### src/rtl/serial_alu_pkg.sv
// Shared types and constants for the bit-serial add/subtract unit.
// Optional subtract path is controlled by SERIAL_ALU_SUB_EN.
package serial_alu_pkg;

    localparam int ALU_W = 6;

    localparam logic OP_ADD = 1'b0;
    localparam logic OP_SUB = 1'b1;

    typedef enum logic [1:0] {
        IDLE = 2'd0,
        RUN  = 2'd1,
        DONE = 2'd2
    } state_t;

endpackage

### src/rtl/fa_cell.sv
// Single combinational full-adder cell used by the serial datapath.
// Shared by add and subtract; subtract is handled by operand preconditioning.
module fa_cell (
    input  logic a,
    input  logic b,
    input  logic cin,
    output logic s,
    output logic cout
);

    assign s    = a ^ b ^ cin;
    assign cout = (a & b) | (cin & (a ^ b));

endmodule

### src/rtl/serial_alu6.sv
// Bit-serial add/subtract, LSB first, one bit per clock via one full adder.
// Define SERIAL_ALU_SUB_EN to honour op (subtract); otherwise add only.
module serial_alu6
    import serial_alu_pkg::*;
#(
    parameter int WIDTH = ALU_W
) (
    input  logic             clk,
    input  logic             rst_n,
    input  logic             start,
    input  logic             op,
    input  logic [WIDTH-1:0] a,
    input  logic [WIDTH-1:0] b,
    output logic             busy,
    output logic             done,
    output logic [WIDTH-1:0] result,
    output logic             carry,
    output logic             zero
);

    localparam int CW = $clog2(WIDTH);
    localparam logic [CW-1:0] LAST = CW'(WIDTH - 1);

    state_t           state;
    state_t           state_nx;
    logic [WIDTH-1:0] shift_a;
    logic [WIDTH-1:0] shift_b;
    logic [WIDTH-1:0] acc;
    logic [WIDTH-1:0] acc_nx;
    logic [CW-1:0]    bit_cnt;
    logic             cy;
    logic             sum;
    logic             cout;
    logic             sub;
    logic             last;

`ifdef SERIAL_ALU_SUB_EN
    assign sub = (op == OP_SUB);
`else
    // op is deliberately unused in the add-only build
    logic unused_op;
    assign unused_op = op;
    assign sub       = OP_ADD;
`endif

    fa_cell u_fa (
        .a    (shift_a[0]),
        .b    (shift_b[0]),
        .cin  (cy),
        .s    (sum),
        .cout (cout)
    );

    assign last   = (state == RUN) && (bit_cnt == LAST);
    assign acc_nx = {sum, acc[WIDTH-1:1]};

    always_ff @(posedge clk or negedge rst_n) begin
        if (!rst_n) state <= IDLE;
        else        state <= state_nx;
    end

    always_comb begin
        state_nx = state;
        unique case (state)
            IDLE:    if (start) state_nx = RUN;
            RUN:     if (bit_cnt == LAST) state_nx = DONE;
            DONE:    state_nx = IDLE;
            default: state_nx = IDLE;
        endcase
    end

    always_comb begin
        busy = 1'b0;
        done = 1'b0;
        unique case (state)
            IDLE:    busy = 1'b0;
            RUN:     busy = 1'b1;
            DONE: begin
                busy = 1'b1;
                done = 1'b1;
            end
            default: busy = 1'b0;
        endcase
    end

    always_ff @(posedge clk or negedge rst_n) begin
        if (!rst_n) begin
            shift_a <= '0;
            shift_b <= '0;
            acc     <= '0;
            bit_cnt <= '0;
            cy      <= 1'b0;
            result  <= '0;
            carry   <= 1'b0;
            zero    <= 1'b0;
        end else if (state == IDLE) begin
            if (start) begin
                shift_a <= a;
                shift_b <= sub ? ~b : b;
                cy      <= sub;
                bit_cnt <= '0;
            end
        end else if (state == RUN) begin
            shift_a <= {1'b0, shift_a[WIDTH-1:1]};
            shift_b <= {1'b0, shift_b[WIDTH-1:1]};
            acc     <= acc_nx;
            cy      <= cout;
            bit_cnt <= bit_cnt + 1'b1;
            // flags only move on completion, never partial sums
            if (last) begin
                result <= acc_nx;
                carry  <= cout;
                zero   <= (acc_nx == '0);
            end
        end
    end

endmodule

### config.mk
export PLATFORM = sky130hd
export DESIGN_NAME = serial_alu6
export DESIGN_NICKNAME = d
export VERILOG_FILES = /design/src/rtl/serial_alu_pkg.sv /design/src/rtl/fa_cell.sv /design/src/rtl/serial_alu6.sv
export SDC_FILE = /design/constraint.sdc
export NUM_CORES = 1
export LEC_CHECK = 0
export CAP_MARGIN = 20
export CORE_ASPECT_RATIO = 0.7
export CORE_MARGIN = 3
export CORE_UTILIZATION = 52
export CTS_CLUSTER_DIAMETER = 80
export DETAILED_ROUTE_END_ITERATION = 8
export DONT_BUFFER_PORTS = 1
export MAX_ROUTING_LAYER = met4
export PLACE_DENSITY = 0.67
export SYNTH_ARGS = -nofsm -noshare
export SYNTH_HDL_FRONTEND = slang
export SYNTH_SLANG_ARGS = --single-unit
### constraint.sdc
create_clock -name clk -period 4.25 [get_ports clk]
set_clock_uncertainty 0.1 [all_clocks]
set_input_delay 0.85 -clock clk [delete_from_list [all_inputs] [get_ports clk]]
set_output_delay 0.85 -clock clk [all_outputs]
set_load 0.01 [all_outputs]
After elaboration in Yosys (flattened, before gate mapping)
Index checks and enable logic that the tools add are counted.
{ "totals": {"ff_bits": 32, "in_bits": 16, "out_inout_bits": 10, "elab_cells": 47} }
{ "op_classes": {"add_sub_neg": 1, "n_eq_ne": 5, "mux": 17, "bitwise": 6, "reduce_logical": 9} }
{ "op_table": {"columns": ["cell", "n"], "rows": [
  ["6-bit two-way mux", 6],
  ["3-bit two-way mux", 3],
  ["6-bit zero test", 1],
  ["2-bit AND reduction", 3],
  ["1-bit two-way mux", 5],
  ["2-bit two-way mux", 2],
  ["2-bit case mux with 2 select lines", 1],
  ["3-bit by 1-bit adder with 3-bit output (second input constant)", 1],
  ["3-bit == test (second input constant)", 1],
  ["3-bit AND reduction", 1],
  ["1-bit bitwise AND", 2],
  ["2-bit by 1-bit == test with 1-bit output (second input constant)", 1],
  ["2-bit == test (second input constant)", 1],
  ["2-bit zero test", 1],
  ["2-bit by 1-bit inequality test with 1-bit output (second input constant)", 1],
  ["2-bit inequality test (second input constant)", 1],
  ["2-bit nonzero test", 1],
  ["2-bit OR reduction", 1],
  ["1-bit bitwise XOR", 2],
  ["1-bit logical AND", 1],
  ["1-bit NOT", 1],
  ["1-bit bitwise OR", 1]
]} }

Depth between registers and ports, before layout
{ "depth": {"ltp_word": 5, "ltp_mapped": 7} }

Modules after synthesis
From an unflattened synthesis, not the netlist that was laid out.
{ "unflattened": {"cells_unflattened": 121, "hier_area_um2": 1451.4} }
{ "modules_own_cells": {"columns": ["mod", "n_inst", "cells_per_inst", "area_per_inst_um2"], "rows": [
  ["serial_alu6", 1, 120, 1431.4],
  ["fa_cell", 1, 1, 20.0]
]} }

Least setup slack after synthesis
Ideal clock, no wire load.
{ "synth_path": {"path_type": "register to register", "startpoint": "reg cy", "endpoint": "reg zero", "setup_time_ns": 0.104, "arrival_ns": 1.548, "required_time_ns": 4.046, "setup_slack_ns": 2.499, "stages_incl_launch_ff": 4, "path_buffers": 0, "synth_period_minus_slack_ns": 1.751, "path_cell_list": "dfrtp_1 > fa_1 > or4_4 > o41ai_2"} }
{ "synth_between": {"elab_chain_len": 2} }
{ "synth_lines": {"columns": ["item", "line", "source"], "rows": [
  ["start: declaration", "serial_alu6.sv:31", "logic cy;"],
  ["start signal: assignment", "serial_alu6.sv:100", "cy <= sub;"],
  ["start signal: assignment", "serial_alu6.sv:107", "cy <= cout;"],
  ["1-bit bitwise XOR", "fa_cell.sv:11", "assign s = a ^ b ^ cin;"],
  ["named net sum", "serial_alu6.sv:32", "logic sum;"],
  ["6-bit zero test", "serial_alu6.sv:113", "zero <= (acc_nx == '0);"],
  ["end signal: assignment", "serial_alu6.sv:113", null],
  ["end: declaration", "serial_alu6.sv:18", "output logic zero"]
]} }
The timed path passes the listed nets, and every way through them passes these cells.
A chain may end at the register's enable or synchronous reset.

Worst setup path in the final report
{ "layout_path": {"startpoint": "reg state[0]", "endpoint": "reg result[5]"} }
{ "layout_between": {"elab_chain_len": 3, "elab_cells_between_ends": 5, "classes_between": "eq/ne (1); bitwise (1); reduce/logical (3)"} }
{ "layout_lines": {"columns": ["item", "line", "source"], "rows": [
  ["start: declaration", "serial_alu6.sv:24", "state_t state;"],
  ["start signal: assignment", "serial_alu6.sv:59", "else state <= state_nx;"],
  ["2-bit by 1-bit == test with 1-bit output or 2-bit zero test (tied branches)", "serial_alu6.sv:54, serial_alu6.sv:103, serial_alu6.sv:96", null],
  ["1-bit logical AND or 1-bit NOT (tied branches)", null, null],
  ["3-bit AND reduction (no line) (*)", null, null],
  ["end signal: assignment", "serial_alu6.sv:111", "result <= acc_nx;"],
  ["end: declaration", "serial_alu6.sv:16", "output logic [WIDTH-1:0] result,"]
]} }
Every way passes the cells marked *; elsewhere a longest branch is shown, timed or not.

==> impl_metrics.py <==
metrics = {
    "critical_path": {
        "crit_end": "result[5]",
        "cp.required_ns": 4.31,
        "rr_worst_depth": 4,
        "crit_type": "register to register",
        "reg2reg_to": "result[5]",
        "rr_startpoint": "state[0]",
        "cp_data_arrival_time_ns": 2.26,
        "cp-start-kind": "register",
        "path_max_fanout": 23,
        "crit_start": "state[0]",
        "regToRegSetupSlack_ns": 2.05,
        "worstSetupEndpointType": "register",
    },
    "cts": {
        "cts_root_buf": "clkbuf_8",
        "ctsResizeCount": 0,
        "cts_buffers": 5,
        "clk_pin_slew_ns": 0.07,
        "ctsHoldBuffers": 0,
        "cts_max_level": 2,
        "insertion_delay_ns": 0.28,
        "cts_tree": "done",
        "clockBufferDepth": 2,
        "cts_setup_buffers": 0,
        "clock_sinks": 31,
    },
    "route": {
        "ant_nets": 0,
        "drt_first_iter_violations": 46,
        "via_per_inst": 5.48,
        "drt-total-wl_um": 2400,
        "drtPass1Iterations": 2,
        "drc": 0,
        "num_vias": 872,
        "wire_per_inst_um": 15.1,
    },
    "logic_synthesis": {
        "synth_cell_type_count": 24,
        "synth_nets": 144,
        "yosysTopAreaCell": "dfrtp_1",
        "synth_cells": 122,
        "synth_common_cells": "dfrtp_1 (31), nand2_1 (20), o21ai_0 (15)",
        "ys_ff_latch": 31,
        "synth_top_cell_area_share_pct": 53.1,
        "synth-edff-count": 0,
        "ys_top_cells_by_area": "dfrtp_1 (53%), mux2_2 (11%), mux2i_1 (6.8%), nand2_1 (5.1%), o21ai_0 (5.1%)",
        "synthArstFlopShare_pct": 100,
        "seq_area_frac_synth_pct": 53.1,
        "yosysWarnings": 0,
        "syn_area_um2": 1460,
        "synth_most_common_cell": "dfrtp_1",
        "synth.avg_cell_area_um2": 12.0,
        "ys.flop_type": "dfrtp_1",
    },
    "place": {
        "hpwl_um": 1690,
        "post_dp_cell_area_um2": 1480,
        "io_buffers": 0,
        "globalplace.congestion": 0.691,
    },
    "global_routing": {
        "grt_pass1_wl_um": 4260,
        "grt_pass1_vias": 969,
        "antenna_found_initial": 0,
        "track_usage_pct": 16.4,
        "grt_max_degree": 32,
        "overflow": 0,
    },
    "pwr": {
        "leakagePower_nw": 0.757,
        "peakVddDrop_mv": 0.353,
        "p_per_area_nw_per_um2": 784,
    },
    "layout": {
        "syn_to_final_growth_pct": 8.99,
        "drive_gt1_share_pct": 21.6,
        "fillCellCount": 203,
        "finalNetCount": 146,
        "design_area_um2": 1590,
        "antenna_cells": 0,
    },
    "sta": {
        "maxSlewHeadroom_pct": 39.4,
        "setup_viol_count_final": 0,
        "tightest_slew_ns": 0.909,
        "fin_crit_ns": 2.20,
        "hold_viol": 0,
        "final.setup.tns_ns": 0,
        "slew_violations": 0,
        "fmax_ghz": 0.455,
        "rsz0062_at_grt": "no",
        "finalCritPeriodShare_pct": 51.7,
    },
    "status": {
        "status": "finished, final reports clean",
    },
    "floorplanning": {
        "start_util_pct": 56.8,
        "boundaryPins": 26,
        "coreArea_um2": 2570,
        "rows": 15,
        "fp.dieArea_um2": 3490,
        "die_y_um": 50.4,
        "die_w_um": 69.4,
    },
    "hold_path": {
        "min-delay-path-class": "primary input to asynchronous set/reset pin",
    },
    "run": {
        "maxCapViolations": 0,
    },
}
## layout by cell type, fill, tap and decap left out
cell type,instances
o22ai_1,1
nand4b_4,1
inv_1,3
nand2b_1,2
mux2_2,14
dfrtp_1,31
buf_4,1
o21ai_1,2
bufinv_16,1
clkbuf_8,6
nand2_1,20
or4_4,1
fa_1,1
a21boi_0,2
a21bo_2,1
clkinv_2,1
ha_1,5
a21oi_1,2
mux2i_1,10
xnor2_1,1
o21ai_0,15
o41ai_2,1
o21a_1,1
and2b_1,1
xor2_1,1
## layer usage
metal / GRT usage (%) / vias up / routed length (um)
met5: - / - / 0
met4: 8.77 / 0 / 40
met3: 6.20 / 5 / 148
met2: 26.9 / 21 / 1140
met1: 17.4 / 425 / 1070
li1: - / 421 / -
## power by group
| group | leakage (nW) | internal (mW) | switching (mW) | total, mW |
|---|---|---|---|---|
| registers | 0.394 | 0.423 | 0.102 | 0.525 |
| clock network | 0.0612 | 0.189 | 0.107 | 0.297 |
| logic | 0.301 | 0.208 | 0.219 | 0.427 |
## critical path, stage by stage (launching register included)
cell and delay (ns):
dfrtp_1 0.38, inv_1 0.10, ha_1 0.76, nand4b_4 0.37, mux2_2 0.36
## sequential cells by signal, summed over array words and instances (netlist names)
name     cells
carry        1
result       6
shift_a      6
shift_b      6
cy           1
state        2
zero         1
bit_cnt      3
acc          5
## worst min path at each step
stage	start	to	slack, ns	cells past startpoint
after floorplan	shift_a[1]	shift_a[1]	0.35	2
after global placement	shift_a[1]	shift_a[1]	0.36	2
after detailed placement	shift_b[2]	shift_b[2]	0.37	2
after CTS	rst_n	result[1]	0.15	0
after global routing	rst_n	shift_b[3]	0.14	0
final	rst_n	result[4]	0.16	0
## through the flow
step           hold slack, ns  total power [mW]  setup WS, ns  instances  util [%]
4_1_cts                 0.152              1.26          2.02        159      61.9
2_1_floorplan           0.349             0.887          2.50        122         -
6_report                0.158              1.25          2.05        159      61.9
5_1_grt                 0.144              1.34          1.92        159      61.9
3_5_place_dp            0.370             0.965          2.02        151      57.4
3_3_place_gp            0.360             0.937          2.07        151      57.4
## kinds of logic after synthesis
kind of cell	Yosys count	synth area share (%)
flip-flops	31	53.1
AO/OA/AOI/OAI	25	10.3
AND/OR/NAND/NOR	25	8.90
multiplexers	24	17.6
buffers and inverters	9	3.25
adder cells (fa/ha/maj)	6	5.65
XOR/XNOR	2	1.20
## cell type report
type	instances	area, um2	area share, %
Timing Repair Buffer	1	7.51	0.471
Sequential cell	31	776	48.7
Inverter	3	11.3	0.707
Clock buffer	6	82.6	5.18
Clock inverter	2	35.0	2.20
Multi-Input combinational cell	82	638	40.1
Tap cell	34	42.5	2.67
No activity file was read; power rests on OpenSTA's default activity.
==> edit 1 (same settings) <==
The package constant `ALU_W` goes from 6 to 12.
--- a/src/rtl/serial_alu_pkg.sv
+++ b/src/rtl/serial_alu_pkg.sv
@@ -3,5 +3,5 @@
 package serial_alu_pkg;
 
-    localparam int ALU_W = 6;
+    localparam int ALU_W = 12;
 
     localparam logic OP_ADD = 1'b0;
Ports: changed (resized a, b and result); port bits go from 26 to 44. The function was not compared with the original's and may differ.
==> edit 1 against the unedited design <==
  * Via count grew 65%
  * Critical endpoint is now shift_b[4]
  * Highest routed layer unchanged
  * Area after synthesis grew 72%
  * Final area grew 64%
  * Cell count grew 60%
  * Total power grew 43%
  * Combinational power grew 55%
  * Non-clock buffer count shrank 1
  * Wire length grew 70%
  * Worst setup slack lost 0.55 ns
  * Sequential cell count grew 25
==> edit 1: results (changes against the unedited design) <==
status finished, final reports clean; Wirelength per Cell 16.0 um (+6.0%); R2R Setup Slk 1.50 ns (-0.55 ns); crit-path max FO 44 (+91%); Clock Latency Late Sink 0.30 ns (+0.02 ns); Placed Cells 247 (+64%); final net count 232 (+59%); synth unique cells 27 (+13%); Signal buffers 0 (-1); top flop regs result x12, shift_a x12, shift_b x12; multi-input logic cell count 134 (+63%); Leak 1.24 nW (+64%); Layout clock area frac 3.40% (-4.0 points); Slew headroom 33.1% (-6.3 points); WL met3 185 um (+25%); Psw 637 uW (+49%); first-pass GRT wire length 7010 um (+64%); sequential-to-total area share from yosys stat 55.8% (+2.7 points); Starting DRT DRC Count 49 (+6.5%); Reg clk slew, reported paths 0.10 ns (+0.03 ns); Area after DPL 0.00252 mm2 (+71%); Final Hold Slack 0.133 ns (-0.0253 ns); Mapped Avg Cell Area 12.3 um2 (+2.8%); multi-input combinational area share 40.1% (about the same); fraction of layout cells with a size suffix above 1 19.5% (-2.1 points); post-DR vias/cell 5.65 (+3.0%); DRT Pass-1 Iters 4 (+2); Peak VDD IR 0.275 mV (-22%); FF/Latch Area 0.00140 mm2 (+81%); family with the most delay on the worst path multiplexers; GRT met1 Usage 22.2% (+4.8 points); critical path's slowest cell mux2i_4; M1 WL 1960 um (+83%); Logic inverters 2 (-1); met2 global-route usage 24.9% (-2.0 points); Worst Setup SP state[0]; final-layout fill cell count 372 (+83%); gp weighted congestion 0.761 (+10%); via count 1441 (+65%); Layout non-clock buf frac 0% (-0.47 points); Net Count, Synth 237 (+65%); Total GRT Usage 16.3% (-0.030 points); vias in the first global route 1473 (+52%); met3 usage 4.51% (-1.7 points); hpwl dp 2950 um (+74%); FF+latch count 56 (+81%); Post-synth top cells dfrtp_1, nand2_1, mux2_2, o21ai_0, mux2i_1; die area 0.00571 mm2 (+64%)
## edit 1: metrics by stage
step / setup WS (ns) / utilization, %
finish: 1.50 / 58.0
global route: 1.19 / 58.0
CTS: 1.47 / 58.0
detailed placement: 1.46 / 56.1
global placement: 1.55 / 56.1
floorplan: 2.40 / -
## edit 1: cells by family (layout without fill, tap and decap cells)
family                     after synthesis  count (layout)  share of synthesized area (%)
AOI/OAI and AO/OA                       36              36                           7.97
xor gates and xnor gates                 3               3                           1.05
adders and majority gates                5               5                           2.79
buffers and inverters                   14              10                           2.99
DFF                                     56              56                           55.8
muxes                                   50              50                           21.4
and+or+nand+nor                         40              40                           8.02
## edit 1: power groups by stage
stage	Combinational, mW	Sequential (mW)	Clock (mW)
after floorplan	0.583	0.813	0
after global placement	0.639	0.841	0
after detailed placement	0.674	0.854	0
after CTS	0.674	0.844	0.291
after global routing	0.748	0.870	0.316
final	0.663	0.843	0.281
==> edit 2 (same flow settings) <==
Without the edit above. Make the reset (`rst_n`) synchronous in 2 clocked blocks.
--- a/src/rtl/serial_alu6.sv
+++ b/src/rtl/serial_alu6.sv
@@ -55,5 +55,5 @@
     assign acc_nx = {sum, acc[WIDTH-1:1]};
 
-    always_ff @(posedge clk or negedge rst_n) begin
+    always_ff @(posedge clk) begin
         if (!rst_n) state <= IDLE;
         else        state <= state_nx;
@@ -84,5 +84,5 @@
     end
 
-    always_ff @(posedge clk or negedge rst_n) begin
+    always_ff @(posedge clk) begin
         if (!rst_n) begin
             shift_a <= '0;
Check against the original RTL: differs if rst_n is asserted again (counterexample within 4 cycles, from zero or initial values and one cycle with rst_n low); with rst_n held inactive, the same outputs for 10 cycles.
==> edit 2 against the unedited design <==
  * Sequential cell count unchanged
  * Non-clock buffer count unchanged
  * Utilization down 2.2 points
  * Final area down 4.9%
  * Count of clock-buffer cells in the layout up 1
  * Via count up 12%
  * Area after synthesis down 2.0%
  * Wire length up 5.9%
  * Worst setup slack better by 0.078 ns
  * Critical path depth up 1
  * Largest cell class is now multi-input gates
Power is not compared: it rests on default switching activity, and its combinational part moved more than twofold at a synthesized area within 25%.
==> edit 2: results (changes against the unedited design) <==
Post-Synth XOR/XNOR Area 0.611% (-0.59 points); Reg clk slew, reported paths roughly 0.060 ns; family with the most delay on the worst path adder cells; CTS resizes 0 (unchanged); Post CTS Setup Buffer Count 0 (unchanged); number of remaining DRC errors 0 (unchanged); diodes inserted 0 (unchanged); crit-path max FO 20 (-13%); Mapped Cells 147 (+20%); H-tree depth 2 (unchanged); Peak VDD IR 0.304 mV; type of the tightest min-delay check flip-flop to flip-flop; DRT Pass-1 Iters 4 (+2); Placed Cells 171 (+13%); Slew headroom 36.5% (-2.9 points); CTS root buffer clkbuf_8; via count 980 (+12%); max incr delay on CP 0.78 ns (+0.02 ns); adder-cell share of the synthesized area 5.76% (+0.11 points); gp weighted congestion 0.767 (+11%); Area after DPL 0.00141 mm2 (-4.7%); Max clock buf depth 2 (unchanged); Post-synth top cells dfxtp_1, nor2_1, nand2_1, mux2i_1; critical path arrival 2.22 ns (-0.04 ns); Final TNS setup 0 ns (unchanged); sequential-to-total area share from yosys stat 43.3% (-9.8 points); initial antenna violation count 0 (unchanged); hpwl dp 1750 um (+3.3%); CTS buffer count 5 (unchanged); first-pass GRT wire length 4470 um (+4.9%); dpl ws 2.07 ns (+0.0506 ns); Wirelength per Cell 14.1 um (-6.4%); Compound-Gate Fraction of Synth Area 18.5% (+8.2 points); top post-synthesis cells by area dfxtp_1, mux2i_1, a211oi_2; synth unique cells 28 (+17%); pin count of the biggest net entering global routing 31 (-3.1%); PortBufs 0 (unchanged); top flop regs result x6, shift_a x6, shift_b x6; critical path's slowest cell ha_1; non-filler cells, final 180 (+13%); Total GRT Usage 18.1% (+1.7 points); share of flip-flops with an asynchronous set or reset 0% (-100 points); fraction of layout cells with a size suffix above 1 13.0% (-8.6 points); vias in the first global route 951 (-1.9%); Final Hold Slack 0.363 ns (+0.205 ns); Leak between 0.5 and 0.6 nW; Ys Warns 0 (unchanged); status finished, final reports clean; Clock Latency Late Sink 0.27 ns; final-layout fill cell count 213 (+4.9%); fmax 472 MHz (+3.7%); post-synthesis mux area share 12.2% (-5.4 points); Starting DRT DRC Count 53 (+15%)
edit 2: area by class of cell:
cell class / instances / area (um2) / area share (%)
clock buffers: 7 / 76.3 / 5.04
clock inverters: 1 / 5.00 / 0.331
inverters: 6 / 22.5 / 1.49
multi-input cells: 100 / 719 / 47.5
flip-flops and latches: 31 / 621 / 41.0
well taps: 34 / 42.5 / 2.81
repair buffers: 1 / 27.5 / 1.82
edit 2: worst paths after layout:
path / from / to / cells after the start
worst min-delay path: acc[1] / result[0] / 2
worst max register to register: state[0] / shift_b[3] / 5
worst max-delay path: state[0] / shift_b[3] / 5
worst min register to register: acc[1] / result[0] / 2
edit 2: logic make-up after synthesis:
group | count (synthesis)
buffers and inverters | 16
and+or+nand+nor | 45
adders and majority gates | 6
AOI/OAI and AO/OA | 31
muxes | 17
DFF | 31
xor gates and xnor gates | 1
edit 2: routing by layer:
| layer | share of wire (%) | wire length, um | GRT usage (%) | vias up |
|---|---|---|---|---|
| met3 | 5.0 | 128 | 7.97 | 4 |
| li1 | - | - | - | 508 |
| met4 | 0.79 | 20 | 5.83 | 0 |
| met5 | 0 | 0 | - | - |
| met2 | 44 | 1130 | 24.6 | 15 |
| met1 | 50 | 1260 | 23.8 | 453 |
edit 2: power breakdown:
group	leakage [nW]	switching, mW	internal [mW]	total (mW)
sequential	0.253	0.0166	0.318	0.335
combinational	0.299	0.104	0.0783	0.182
clock	0.0422	0.101	0.115	0.215
edit 2: tightest hold or removal path, stage by stage, from the launching register on:
cell	delay, ns
dfxtp_1	0.32
nand2_1	0.06
a21oi_1	0.05
